## config.mk

```make
export PLATFORM = sky130hd
export DESIGN_NAME = ysyx_23060136_exu_mul_req
export DESIGN_NICKNAME = d
export VERILOG_FILES = /design/src/rtl/ysyx_23060136_mul_pkg.sv /design/src/rtl/ysyx_23060136_exu_mul_fmt.sv /design/src/rtl/ysyx_23060136_exu_mul_req.sv
export SDC_FILE = /design/constraint.sdc
export NUM_CORES = 1
export LEC_CHECK = 0
export CAP_MARGIN = 20
export CORE_AREA = 2 2 182 184
export DETAILED_ROUTE_END_ITERATION = 7
export DIE_AREA = 0 0 184 186
export PLACE_DENSITY = 0.68
export SLEW_MARGIN = 0
export SYNTH_ARGS = -nofsm -noshare
export SYNTH_HDL_FRONTEND = slang
export SYNTH_SLANG_ARGS = --single-unit
```

## constraint.sdc

```tcl
create_clock -name clk -period 1.9 [get_ports clk]
set_clock_uncertainty 0.05 [all_clocks]
set_input_delay 0.285 -clock clk [delete_from_list [all_inputs] [get_ports clk]]
set_output_delay 0.285 -clock clk [all_outputs]
set_load 0.005 [all_outputs]
```

## src/rtl/ysyx_23060136_mul_pkg.sv

```systemverilog
// Shared types and encodings for the EXU multiply requester.
// XLEN mirrors `ysyx_23060136_BITS_W.
package ysyx_23060136_mul_pkg;

    localparam int XLEN = 64;

    typedef enum logic [1:0] {
        IDLE = 2'd0,
        REQ  = 2'd1,
        WAIT = 2'd2,
        DONE = 2'd3
    } mul_state_e;

    // funct3[1:0] of the RV64M multiply group
    localparam logic [1:0] MUL_OP_LO = 2'b00;
    localparam logic [1:0] MULH      = 2'b01;
    localparam logic [1:0] MULHSU    = 2'b10;
    localparam logic [1:0] MULHU     = 2'b11;

    // {src1_signed, src2_signed}
    localparam logic [1:0] SGN_SS = 2'b11;
    localparam logic [1:0] SGN_SU = 2'b10;
    localparam logic [1:0] SGN_UU = 2'b00;

    function automatic logic [1:0] op_sign(input logic [1:0] op, input logic w);
        logic [1:0] sgn;
        sgn = SGN_SS;
        if (!w) begin
            case (op)
                MULHSU:  sgn = SGN_SU;
                MULHU:   sgn = SGN_UU;
                default: sgn = SGN_SS;
            endcase
        end
        return sgn;
    endfunction

endpackage

```

## src/rtl/ysyx_23060136_exu_mul_fmt.sv

```systemverilog
// Result formatter: picks the product half for the op and sign-extends MULW.
module ysyx_23060136_exu_mul_fmt
    import ysyx_23060136_mul_pkg::*;
#(
    parameter int FMT_W = XLEN
) (
    input  logic [1:0]       op,
    input  logic             w,
    input  logic [FMT_W-1:0] hi,
    input  logic [FMT_W-1:0] lo,
    output logic [FMT_W-1:0] result
);

    always_comb begin
        result = hi;
        if (w) begin
            result = {{(FMT_W-32){lo[31]}}, lo[31:0]};
        end else if (op == MUL_OP_LO) begin
            result = lo;
        end
    end

endmodule

```

## src/rtl/ysyx_23060136_exu_mul_req.sv

```systemverilog
// Requester-side controller for the multiplier valid/ready/out_valid protocol.
// Optional result reuse for identical operand pairs: YSYX_23060136_MUL_FUSE_EN.
module ysyx_23060136_exu_mul_req
    import ysyx_23060136_mul_pkg::*;
(
    input  logic            clk,
    input  logic            rst,
    input  logic            in_valid,
    output logic            in_ready,
    input  logic [1:0]      in_op,
    input  logic            in_w,
    input  logic [XLEN-1:0] in_src1,
    input  logic [XLEN-1:0] in_src2,
    input  logic            flush,
    output logic            out_valid,
    input  logic            out_ready,
    output logic [XLEN-1:0] out_result,
    output logic            mul_valid,
    input  logic            mul_ready,
    output logic            mul_flush,
    output logic            mulw,
    output logic [1:0]      mul_signed,
    output logic [XLEN-1:0] multiplicand,
    output logic [XLEN-1:0] multiplier,
    input  logic            mul_out_valid,
    input  logic [XLEN-1:0] result_hi,
    input  logic [XLEN-1:0] result_lo,
    output mul_state_e      dbg_state
);

    mul_state_e      state_q, state_d;
    logic [XLEN-1:0] src1_q, src2_q, out_result_q;
    logic [1:0]      op_q;
    logic            w_q;
    logic            accept, capture, fuse_hit;
    logic [1:0]      fmt_op;
    logic            fmt_w;
    logic [XLEN-1:0] fmt_hi, fmt_lo, fmt_result;

    // Handshake: a transfer happens on a rising edge where valid and ready are both high;
    // valid and its payload stay stable until that edge, ready may change freely.
    assign in_ready     = (state_q == IDLE) && !flush;
    assign accept       = in_valid && in_ready;
    assign capture      = !flush && mul_out_valid &&
                          ((state_q == REQ && mul_ready) || state_q == WAIT);
    assign multiplicand = src1_q;
    assign multiplier   = src2_q;
    assign mulw         = w_q;
    assign mul_signed   = op_sign(op_q, w_q);
    assign out_result   = out_result_q;
    assign dbg_state    = state_q;

`ifdef YSYX_23060136_MUL_FUSE_EN
    logic [XLEN-1:0] fuse_src1, fuse_src2, fuse_hi, fuse_lo;
    logic [1:0]      fuse_sgn;
    logic            fuse_vld;

    assign fuse_hit = accept && !in_w && fuse_vld && in_src1 == fuse_src1 &&
                      in_src2 == fuse_src2 && op_sign(in_op, 1'b0) == fuse_sgn;
    assign fmt_op   = fuse_hit ? in_op   : op_q;
    assign fmt_w    = fuse_hit ? 1'b0    : w_q;
    assign fmt_hi   = fuse_hit ? fuse_hi : result_hi;
    assign fmt_lo   = fuse_hit ? fuse_lo : result_lo;

    always_ff @(posedge clk or negedge rst) begin
        if (!rst) begin
            fuse_src1 <= '0;
            fuse_src2 <= '0;
            fuse_hi   <= '0;
            fuse_lo   <= '0;
            fuse_sgn  <= '0;
            fuse_vld  <= 1'b0;
        end else if (flush || (accept && in_w) || (capture && w_q)) begin
            fuse_vld <= 1'b0;
        end else if (capture) begin
            fuse_src1 <= src1_q;
            fuse_src2 <= src2_q;
            fuse_hi   <= result_hi;
            fuse_lo   <= result_lo;
            fuse_sgn  <= mul_signed;
            fuse_vld  <= 1'b1;
        end
    end
`else
    assign fuse_hit = 1'b0;
    assign fmt_op   = op_q;
    assign fmt_w    = w_q;
    assign fmt_hi   = result_hi;
    assign fmt_lo   = result_lo;
`endif

    ysyx_23060136_exu_mul_fmt #(.FMT_W(XLEN)) u_fmt (
        .op     (fmt_op),
        .w      (fmt_w),
        .hi     (fmt_hi),
        .lo     (fmt_lo),
        .result (fmt_result)
    );

    always_comb begin
        state_d   = state_q;
        mul_valid = 1'b0;
        mul_flush = 1'b0;
        out_valid = 1'b0;
        case (state_q)
            IDLE: if (accept) state_d = fuse_hit ? DONE : REQ;
            REQ: begin
                mul_valid = 1'b1;
                if (mul_ready) state_d = mul_out_valid ? DONE : WAIT;
            end
            WAIT: if (mul_out_valid) state_d = DONE;
            DONE: begin
                out_valid = 1'b1;
                if (out_ready) state_d = IDLE;
            end
            default: state_d = IDLE;
        endcase
        // Flush wins over everything; only an op still owned by the multiplier needs aborting.
        if (flush) begin
            state_d   = IDLE;
            mul_flush = (state_q == REQ) || (state_q == WAIT);
        end
    end

    always_ff @(posedge clk or negedge rst) begin
        if (!rst) begin
            state_q      <= IDLE;
            src1_q       <= '0;
            src2_q       <= '0;
            op_q         <= '0;
            w_q          <= 1'b0;
            out_result_q <= '0;
        end else begin
            state_q <= state_d;
            if (accept) begin
                src1_q <= in_src1;
                src2_q <= in_src2;
                op_q   <= in_op;
                w_q    <= in_w;
            end
            if (capture || fuse_hit) out_result_q <= fmt_result;
        end
    end

endmodule

```

After elaboration in Yosys (flattened, before gate mapping)
Cells that the tools add are included.

word-level totals
  bits in registers = 197
  bits of input ports = 266

cells by class
  equality and inequality tests = 9
  muxes and demuxes = 14
  reduce and logical (&&, ||, !) cells = 11

operator list
  kind                                                                    count
  64-bit two-way mux                                                      2
  2-bit two-way mux                                                       6
  3-bit inequality test (second input constant)                           4
  2-bit equality test (second input constant)                             4
  2-bit case mux with 4 select lines                                      1
  1-bit logical AND                                                       5
  2-bit zero test                                                         2
  1-bit two-way mux                                                       4
  2-bit case mux with 2 select lines                                      1
  4-bit AND reduction                                                     1
  2-bit by 1-bit equality test with 1-bit output (second input constant)  1
  1-bit logical OR                                                        2
  1-bit zero test                                                         1

Logic depth before layout (Yosys ltp)
Gate-level depths: netlist of the first run.

  depth in word-level cells = 6
  mapped depth = 9
  mapped depth without buffers = 6

Modules after synthesis
A second synthesis of the first run with hierarchy kept.

second synthesis, totals
  cells, all modules = 558
  area, all modules = 9016.1 um^2

by module, submodules not included
  module                     times used  cells each  area each (um^2)  seq. area each (um^2)
  ysyx_23060136_exu_mul_req  1           437         7941.4            4929.7
  ysyx_23060136_exu_mul_fmt  1           121         1074.8            0.0

Least setup slack after synthesis of the first run
OpenSTA, ideal clock, no wires.

  path type = reg2reg
  start = register state_q[1], in the netlist dbg_state[1]
  end = register out_result_q[26], in the netlist out_result[26]
  library setup time = 0.135 ns
  data arrival time = 1.676 ns
  required time = 1.715 ns
  path slack = 0.040 ns
  stages on the path, launching flop included = 10
  path buffers = 3
  path through = dfrtp_1 > inv_1 > ha_1 > a21oi_1 > or3b_1 > buf_2 > buf_2 > buf_2 > nand2_1 > o21ai_0

between the ends
  cells in the longest elaborated chain, start to end = 4
  elaborated cells between the ends (all ways) = 5

ends and longest elaborated chain
  what                                            RTL line                          RTL
  start: declaration                              ysyx_23060136_exu_mul_req.sv:31   mul_state_e state_q, state_d;
  start signal: assignment                        ysyx_23060136_exu_mul_req.sv:134  state_q <= state_d;
  2-bit by 1-bit equality test with 1-bit output  ysyx_23060136_exu_mul_req.sv:45   ((state_q == REQ && mul_ready) || state_q == WAIT);
  1-bit logical AND                               ysyx_23060136_exu_mul_req.sv:45
  1-bit logical OR (*)                            ysyx_23060136_exu_mul_req.sv:45
  1-bit logical AND (*)                           ysyx_23060136_exu_mul_req.sv:44   assign capture = !flush && mul_out_valid &&
  end signal: assignment                          ysyx_23060136_exu_mul_req.sv:141  if (capture || fuse_hit) out_result_q <= fmt_result;
  end: declaration                                ysyx_23060136_exu_mul_req.sv:32   logic [XLEN-1:0] src1_q, src2_q, out_result_q;

Mark *: on every way between the ends. The rest lies on a longest branch, timed or not.
A chain may end at the register's enable or synchronous reset.

Worst setup path in the final report of the first run
  start = register state_q[0], in the netlist dbg_state[0]
  end = register src2_q[13], in the netlist multiplier[13]

between the ends
  cells in the longest elaborated chain, start to end = 3

ends and longest elaborated chain
  what                    RTL line                          RTL
  2-bit zero test         ysyx_23060136_exu_mul_req.sv:42   assign in_ready = (state_q == IDLE) && !flush;
  1-bit logical AND       ysyx_23060136_exu_mul_req.sv:42
  1-bit logical AND       ysyx_23060136_exu_mul_req.sv:43   assign accept = in_valid && in_ready;
  end signal: assignment  ysyx_23060136_exu_mul_req.sv:137  src2_q <= in_src2;
  end: declaration        ysyx_23060136_exu_mul_req.sv:32

Every way passes these cells.

==> run summary, run 1 <==
The run finished with clean final reports. STA classifies the critical path endpoint as a flop. In this run, CTS created clock tree buffers numbering 17. Across the VDD grid, the largest voltage drop is 0.610 mV. The final count of negative-setup-slack endpoints is 0, and the total nets after synthesis is 891. In this design, the critical path's most frequently occurring cell is sky130_fd_sc_hd__buf_12. For flop-to-flop paths, the worst setup slack is 0.06 ns. The commonest non-fill, non-tap cell in the layout was sky130_fd_sc_hd__clkdlybuf4s50_1. The tools report the buffer levels on the longest clock path as 2. The run gives 1373 as the number of nets in the layout.

Type of the worst setup path: reg2reg. Of all nets on the critical path, the largest fanout is 21. Area added between synthesis and finish: 73.0%. The run gives 0 as the number of max-capacitance violations reported.

Clock latency on the worst-skew pair, taken at its later pin, is 0.44 ns. Global routing used 15.0% of the available tracks. Final worst-path cycle share: 96.6%. The count of cell instances traversed by the critical path was 8.

After clock tree synthesis, the clock-pin slew on the worst setup and hold paths is 0.07 ns. The startpoint of the lowest-slack register-to-register path is dbg_state[0]. The instance count after placement with tap cells included was 1489; the number of flops mapped to enable cells by yosys was 0. The run gives 545 MHz as the fmax.

The count of buffers added on input and output ports is 466. The via count of the first global-routing pass is 6838, and the total DRC errors in the routed layout is 0. For the post-synthesis sequential area ratio, the log shows 60.0%.

First-pass iteration count of the detailed router: 6. The tree is rooted in a sky130_fd_sc_hd__clkbuf_16. After synthesis the netlist holds a flip-flop and latch count of 197.

Yosys attributes the largest share of cell area to sky130_fd_sc_hd__dfrtp_1 (60%), sky130_fd_sc_hd__mux2_2 (18%), sky130_fd_sc_hd__mux2i_1 (4.0%). The initial antenna violation count was 2. The most used flip-flop cell after synthesis is sky130_fd_sc_hd__dfrtp_1. The number of warning messages in the yosys log was 0. The signal on the critical path passes through inv_2 -> ha_4 -> nor2b_4 -> buf_4 -> nand2_4 -> buf_12 -> buf_12 -> mux2_2. In this run the worst hold path is classified as in2async.

Excluding fillers, the count of instances in the completed layout stands at 1525. From bottom edge to top edge, the die measures 186 µm. Fraction of registers with async set or reset after synthesis: 100%. The smallest clock period supported by the final layout is computed as 1.84 ns. Number of fill cells: 3032. The library cells used most frequently in the layout, excluding fill and tap cells, are sky130_fd_sc_hd__clkdlybuf4s50_1 (458), sky130_fd_sc_hd__dfrtp_1 (196), sky130_fd_sc_hd__mux2_2 (131). The transition at the pin with the smallest max-transition slack was 0.496 ns; the chip width was 184 µm. The worst register-to-register path has a depth of 8. The logs give 467 for the number of top-level pins and 38400 µm for the wire length of the first global-routing pass. Data arrival time of the critical path: 2.10 ns.

TritonCTS built the clock tree. The run gives 32200 µm² as the placeable core region. For this design, the sink count on the clock tree is 197. The family with the most delay on the worst path was buffers and inverters. After floorplanning, the core was divided into 66 placement rows. In the final layout, the share of cells above drive strength 1 is 19.4%. The post-detailed-route via-to-cell ratio was 4.34; the total count of hold-check failures in the final report was 0. The run gives 621 as the number of instances in the synthesized netlist. For this design the static power due to leakage is 6.00 nW. The worst setup path is launched from a flop. The run gives 0.774 as the weighted congestion reported at the end of routability-driven placement. The worst slew margin relative to its limit was 66.8%.

The average cell area after synthesis works out to 13.2 µm². The wire length after detailed routing was 26600 µm. The global-route congestion overflow total was 0; the detailed-placement wirelength estimate was 20500 µm. Synthesis instantiated 27 different standard cells from the library. Setup repair after global routing could not meet its margin everywhere. The tools report the buffers inserted during post-CTS setup optimization as 0.

Entering global routing, the biggest net connects 55 pins. The peak per-stage delay on the critical path came out at 0.39 ns. The H-tree generated during clock tree synthesis spans 4 levels. Most area-hungry cell type in the Yosys netlist: sky130_fd_sc_hd__dfrtp_1. The run gives 166 as the first-iteration detailed-routing DRC count. The starting density of the core is 25.5%.

The critical-path cell with the highest stage delay is sky130_fd_sc_hd__dfrtp_1. In this run the biggest area consumer among cell types represents 60.0% of the synthesized area. The count of vias placed by the detailed router is 6626. In the final routed layout, each cell accounts on average for 17.4 µm.

The die area came out at 34200 µm². Once detail routing completed, the nets flagged for antenna violations numbered 0. Counting both buffers and inverters, the worst setup path holds a total of 4. Power comes to 20.9 mW. The endpoint identified for the worst register-to-register timing path is multiplier[13]. The cell area that synthesis handed to floorplanning was 8220 µm². STA puts the critical path data required time at 2.17 ns. In this run the power density over the cells is 1470 nW/µm². For the max-slew violation count, the log shows 0.
==> power by group <==
| part | switching, mW | internal, mW |
|---|---|---|
| clock network | 1.66 | 1.88 |
| logic | 3.68 | 6.37 |
| registers | 1.10 | 6.24 |
==> metrics by stage <==
| stage | hold WS, ns | area [µm²] | TNS [ns] | setup WS [ns] | util (%) |
|---|---|---|---|---|---|
| CTS | 0.305 | 14100 | -0.194 | -0.0786 | 43.9 |
| detailed placement | 0.233 | 13500 | -13.14 | -0.121 | 42.0 |
| global route | 0.332 | 14200 | -0.0779 | -0.0103 | 44.1 |
| finish | 0.319 | 14200 | 0 | 0.0644 | 44.1 |
| global placement | 0.227 | 13500 | -9.17 | -0.126 | 42.0 |
| floorplan | -0.0606 | 8220 | 0 | 0.0397 | - |
==> worst reg2reg max path, delay by kind of cell (launching register included) <==
kind	cells	cell delay [ns]
simple gates	2	0.20
fa+ha+maj	1	0.16
flops	1	0.39
mux	1	0.36
buf+inv	4	0.55
==> cells by family after synthesis <==
family / after synthesis / synth area share, %
flip-flops: 197 / 60.0
multiplexers: 164 / 22.0
AND/OR/NAND/NOR: 109 / 6.41
AO/OA/AOI/OAI: 102 / 7.57
buffers and inverters: 45 / 3.44
adder cells (fa/ha/maj): 4 / 0.609
==> layout make-up <==
class	count	area (µm²)	area share, %
Multi-Input combinational cell	381	3090	21.8
Antenna cell	2	5.00	0.0352
Inverter	4	20.0	0.141
Clock inverter	10	96.3	0.678
Clock buffer	21	460	3.24
Tap cell	408	510	3.59
Sequential cell	197	4930	34.7
Timing Repair Buffer	502	5100	35.9
==> state kept, by name, indices dropped and copies added (netlist names) <==
signal and count:
multiplicand 64, dbg_state 2, out_result 64, mulw 1, fmt_op 2, multiplier 64
==> how the worst max path moves through the flow <==
| stage | to | slack (ns) | start |
|---|---|---|---|
| after floorplan | out_result[26] | 0.04 | dbg_state[1] |
| after CTS | mul_signed[1] | -0.08 | mulw |
| final | multiplier[13] | 0.06 | dbg_state[0] |
| after global routing | out_result[58] | -0.01 | dbg_state[0] |
| after detailed placement | out_result[47] | -0.12 | mul_ready |
| after global placement | out_result[32] | -0.13 | mul_ready |
==> synthesized netlist by cell type (2+ instances only) <==
cell type / instances
sky130_fd_sc_hd__a211oi_1: 33
sky130_fd_sc_hd__and2b_1: 6
sky130_fd_sc_hd__buf_2: 16
sky130_fd_sc_hd__buf_6: 12
sky130_fd_sc_hd__clkbuf_1: 12
sky130_fd_sc_hd__dfrtp_1: 197
sky130_fd_sc_hd__ha_1: 4
sky130_fd_sc_hd__inv_1: 4
sky130_fd_sc_hd__mux2_2: 131
sky130_fd_sc_hd__mux2i_1: 33
sky130_fd_sc_hd__nand2_1: 66
sky130_fd_sc_hd__nand2b_1: 2
sky130_fd_sc_hd__nand3_1: 2
sky130_fd_sc_hd__nor2b_1: 27
sky130_fd_sc_hd__o21ai_0: 35
sky130_fd_sc_hd__o21ai_1: 28
sky130_fd_sc_hd__o21ai_2: 3
==> per-layer routing <==
layer  vias up  track usage, %  part of all wire, %
li1       3129               -                    -
met1      3190            17.0                   40
met2       286            25.7                   50
met3        21            5.62                  8.2
met4         0            5.47                  1.6
met5         -               0                    0
==> repair_timing <==
action                                  in CTS  in global routing
gates resized for setup                     20                 19
pin swaps                                    0                  1
endpoints found under the setup margin       8                 65
hold endpoints to repair                    36                  0
hold buffers                                 1                  0
gates cloned                                 0                  2
(Power assumes the default switching activity.)
==> inputs of run 2 (changes only) <==
--- a/config.mk
+++ b/config.mk
@@ -5,7 +5,7 @@
 export SDC_FILE = /design/constraint.sdc
 export NUM_CORES = 1
 export LEC_CHECK = 0
-export CAP_MARGIN = 20
+export ABC_CLOCK_PERIOD_IN_PS = 1900
 export CORE_AREA = 2 2 182 184
 export DETAILED_ROUTE_END_ITERATION = 7
 export DIE_AREA = 0 0 184 186
==> results of run 2 <==
Final layout, timing and power as in run 1 (identical DEF).
==> inputs of run 3 (changes only) <==
--- a/config.mk
+++ b/config.mk
@@ -6,10 +6,12 @@
 export NUM_CORES = 1
 export LEC_CHECK = 0
 export ABC_CLOCK_PERIOD_IN_PS = 1900
-export CORE_AREA = 2 2 182 184
+export CORE_AREA = 2 2 180 182
 export DETAILED_ROUTE_END_ITERATION = 7
-export DIE_AREA = 0 0 184 186
-export PLACE_DENSITY = 0.68
+export DIE_AREA = 0 0 182 184
+export DONT_BUFFER_PORTS = 1
+export PLACE_DENSITY = 0.5
+export RECOVER_POWER = 100
 export SLEW_MARGIN = 0
 export SYNTH_ARGS = -nofsm -noshare
 export SYNTH_HDL_FRONTEND = slang
==> run summary, run 3 (synthesized netlist as in run 1, its figures left out) <==
The weighted congestion reported at the end of routability-driven placement is 0.753 (was 0.774). The number of nets in the layout came out at 1103 (was 1373). The type of the worst setup path was reg2reg (unchanged). The routing usage on met3 is 5.41% (was 5.62%), and the detailed-placement wirelength estimate is 16000 µm (was 20500 µm). The post-detailed-route via-to-cell ratio is 4.47 (was 4.34), and the cell leakage power is 5.06 nW (was 6.00 nW). The worst slew margin relative to its limit is 73.8% (was 66.8%).

The CTS sink count was 197 (unchanged). The least setup slack across all paths after layout was 0.0458 ns (was 0.0644 ns); the combinational group share of total power was 30.3% (was 48.0%). The logs give 34600 µm (was 38400 µm) for the wire length of the first global-routing pass and 539 MHz (was 545 MHz) for the fmax. The tools report the summed negative setup slack over all endpoints as 0 ns (unchanged). The final period demand of the worst path is 1.85 ns (was 1.84 ns). The required time at the worst-slack endpoint is 2.23 ns (was 2.17 ns). The commonest non-fill, non-tap cell in the layout is sky130_fd_sc_hd__dlygate4sd3_1 (was sky130_fd_sc_hd__clkdlybuf4s50_1). The final cell utilization of the core was 37.1% (was 44.1%). The flow ran to the end, but the final reports show violations.

The net switching fraction of the power came out at 34.0% (was 30.7%). The power density normalized to cell area is 1500 nW/µm² (was 1470 nW/µm²), and the chip width is 182 µm (was 184 µm). The tools report the CTS root buffer as sky130_fd_sc_hd__clkbuf_16 (unchanged).

The tools report the destination of the worst register-to-register timing path as out_result[56] (was multiplier[13]). The number of max-capacitance violations reported was 0 (unchanged). The run gives 5573 (was 6626) as the count of vias placed by the detailed router. The relative contribution of the clock network to total power was 23.3% (was 16.9%).

The global-route congestion overflow total is 0 (unchanged), and the chip height is 184 µm (was 186 µm). The starting density of the core came out at 26.2% (was 25.5%). The tools report the data arrival time of the critical path as 2.18 ns (was 2.10 ns).

The transition at the pin with the smallest max-transition slack came out at 0.382 ns (was 0.496 ns). Startpoint of the lowest-slack register-to-register path: dbg_state[0] (unchanged). The logs give 0.661 mV (was 0.610 mV) for the largest voltage drop on the vdd net and 1 (was 2) for the initial antenna violation count. Commonest cells after routing, fill and taps aside: sky130_fd_sc_hd__dlygate4sd3_1 (204), sky130_fd_sc_hd__dfrtp_1 (197), sky130_fd_sc_hd__mux2_2 (131) (was sky130_fd_sc_hd__clkdlybuf4s50_1 (458), sky130_fd_sc_hd__dfrtp_1 (196), sky130_fd_sc_hd__mux2_2 (131)).

The max-slew violation count was 0 (unchanged); the first-iteration detailed-routing DRC count was 113 (was 166). The global routing's busiest layer is met2 (unchanged). The setup slack on the worst flop-to-flop path was 0.05 ns (was 0.06 ns). The logs give 0 (unchanged) for the antenna violation net count after detailed routing and 23900 µm (was 26600 µm) for the wire length after detailed routing. The checks that failed: negative hold slack. The CTS buffer count is 17 (unchanged), and the top fanout value on the critical path is 8 (was 21).

The met1 capacity usage during global routing was 14.4% (was 17.0%). The tools report the total count of hold-check failures in the final report as 197 (was 0). The tools report the worst setup timing slack at the placement stage as 0.0389 ns (was -0.121 ns). The die area was 33500 µm² (was 34200 µm²); the share of layout cells above drive strength 1 was 26.6% (was 19.4%). The CTS clock-pin slew for the worst setup and hold paths is 0.08 ns (was 0.07 ns), and the average detailed-routed wire length per instance is 19.1 µm (was 17.4 µm). The number of H-tree branching levels was 4 (unchanged); the internal power was 11.5 mW (was 14.5 mW). The run gives 31400 µm² (was 32200 µm²) as the placeable core region.

The sort of element at the end of the critical path is a flop (unchanged). The run gives 5.92 mW (was 6.43 mW) as the net switching power. The tools report the via count of the first global-routing pass as 5934 (was 6838). The tools report the clock latency reported for the late side of the worst-skew pair as 0.44 ns (about the same). Setup repair after global routing could not meet its margin everywhere. The final hold slack was -0.513 ns (was 0.319 ns). The run gives 2 (unchanged) as the buffer levels on the longest clock path. The first-pass iteration count of the detailed router is 4 (was 6), and the relative contribution of sequential cells to total power is 46.5% (was 35.1%). The total DRC errors in the routed layout was 0 (unchanged); the path depth of the worst reg2reg path was 7 (was 8). The final worst-path cycle share is 97.6% (was 96.6%), and the final count of negative-setup-slack endpoints is 0 (unchanged). Maximum number of pins on one net before global-route repair: 198 (was 55).

The global router's overall resource usage was 13.8% (was 15.0%); the area added between synthesis and finish was 41.7% (was 73.0%). TritonCTS built the clock tree. The count of input and output buffers works out to 0 (was 466). The kind of path behind the tightest hold check is in2async (unchanged).

The logs give 17.4 mW (was 20.9 mW) for the sum of internal, switching and leakage power and 25.0% (was 25.7%) for the global routing met2 resource utilization. The logs give 467 (unchanged) for the number of top-level pins and 65 (was 66) for the number of rows created at floorplan. The critical path launch point type is a flop (unchanged).
## run 3: metal layers
| layer | routed length [µm] | vias up |
|---|---|---|
| met5 | 0 | - |
| met4 | 433 | 0 |
| met3 | 2000 | 20 |
| met2 | 12600 | 290 |
| met1 | 8820 | 2682 |
| li1 | - | 2581 |
## run 3: worst max path at each step
stage | startpoint | end | slack (ns)
3_5_place_dp | dbg_state[0] | out_result[47] | 0.04
2_1_floorplan | dbg_state[1] | out_result[26] | 0.04
3_3_place_gp | dbg_state[0] | out_result[32] | 0.09
6_report | dbg_state[0] | out_result[56] | 0.05
4_1_cts | dbg_state[0] | out_result[32] | 0.02
5_1_grt | dbg_state[1] | out_result[59] | -0.03
## run 3: power groups by stage
stage | combinational [mW] | sequential [mW] | clock [mW]
after floorplan | 3.61 | 7.48 | 0
after global placement | 4.52 | 8.17 | 0
after detailed placement | 4.66 | 8.13 | 0
after CTS | 4.98 | 8.07 | 4.19
after global routing | 5.83 | 8.33 | 4.37
final | 5.27 | 8.09 | 4.05
## run 3: worst max-delay path, cell delays in order (launching register included)
cell	delay [ns]
sky130_fd_sc_hd__dfrtp_1	0.39
sky130_fd_sc_hd__buf_4	0.14
sky130_fd_sc_hd__ha_4	0.13
sky130_fd_sc_hd__a21oi_2	0.04
sky130_fd_sc_hd__or3b_4	0.45
sky130_fd_sc_hd__o21bai_4	0.26
sky130_fd_sc_hd__clkbuf_16	0.20
sky130_fd_sc_hd__o21ai_2	0.13
## run 3: per-stage QoR
stage	std cells	instance area (µm²)
final	1248	11600
after global routing	1248	11600
after CTS	1237	11400
after detailed placement	1005	8740
after global placement	1005	8740
after floorplan	621	8220
## run 3: cell type report
type                            count  area, µm²
Fill cell                        2947      19800
Sequential cell                   197       4930
Timing Repair Buffer              234       2410
Tap cell                          402        503
Multi-Input combinational cell    379       3140
Clock buffer                       18        429
Antenna cell                        1       2.50
Inverter                            4       15.0
Clock inverter                     13        219
## run 3: repair_timing
action | 4_1_cts | 5_1_grt
gates resized for setup | 1 | 32
setup endpoints to repair | 1 | 43
hold endpoints to repair | 380 | 199
hold buffers | 201 | 3
pin swaps | 0 | 5
gates cloned | 0 | 2
setup buffers | 0 | 5
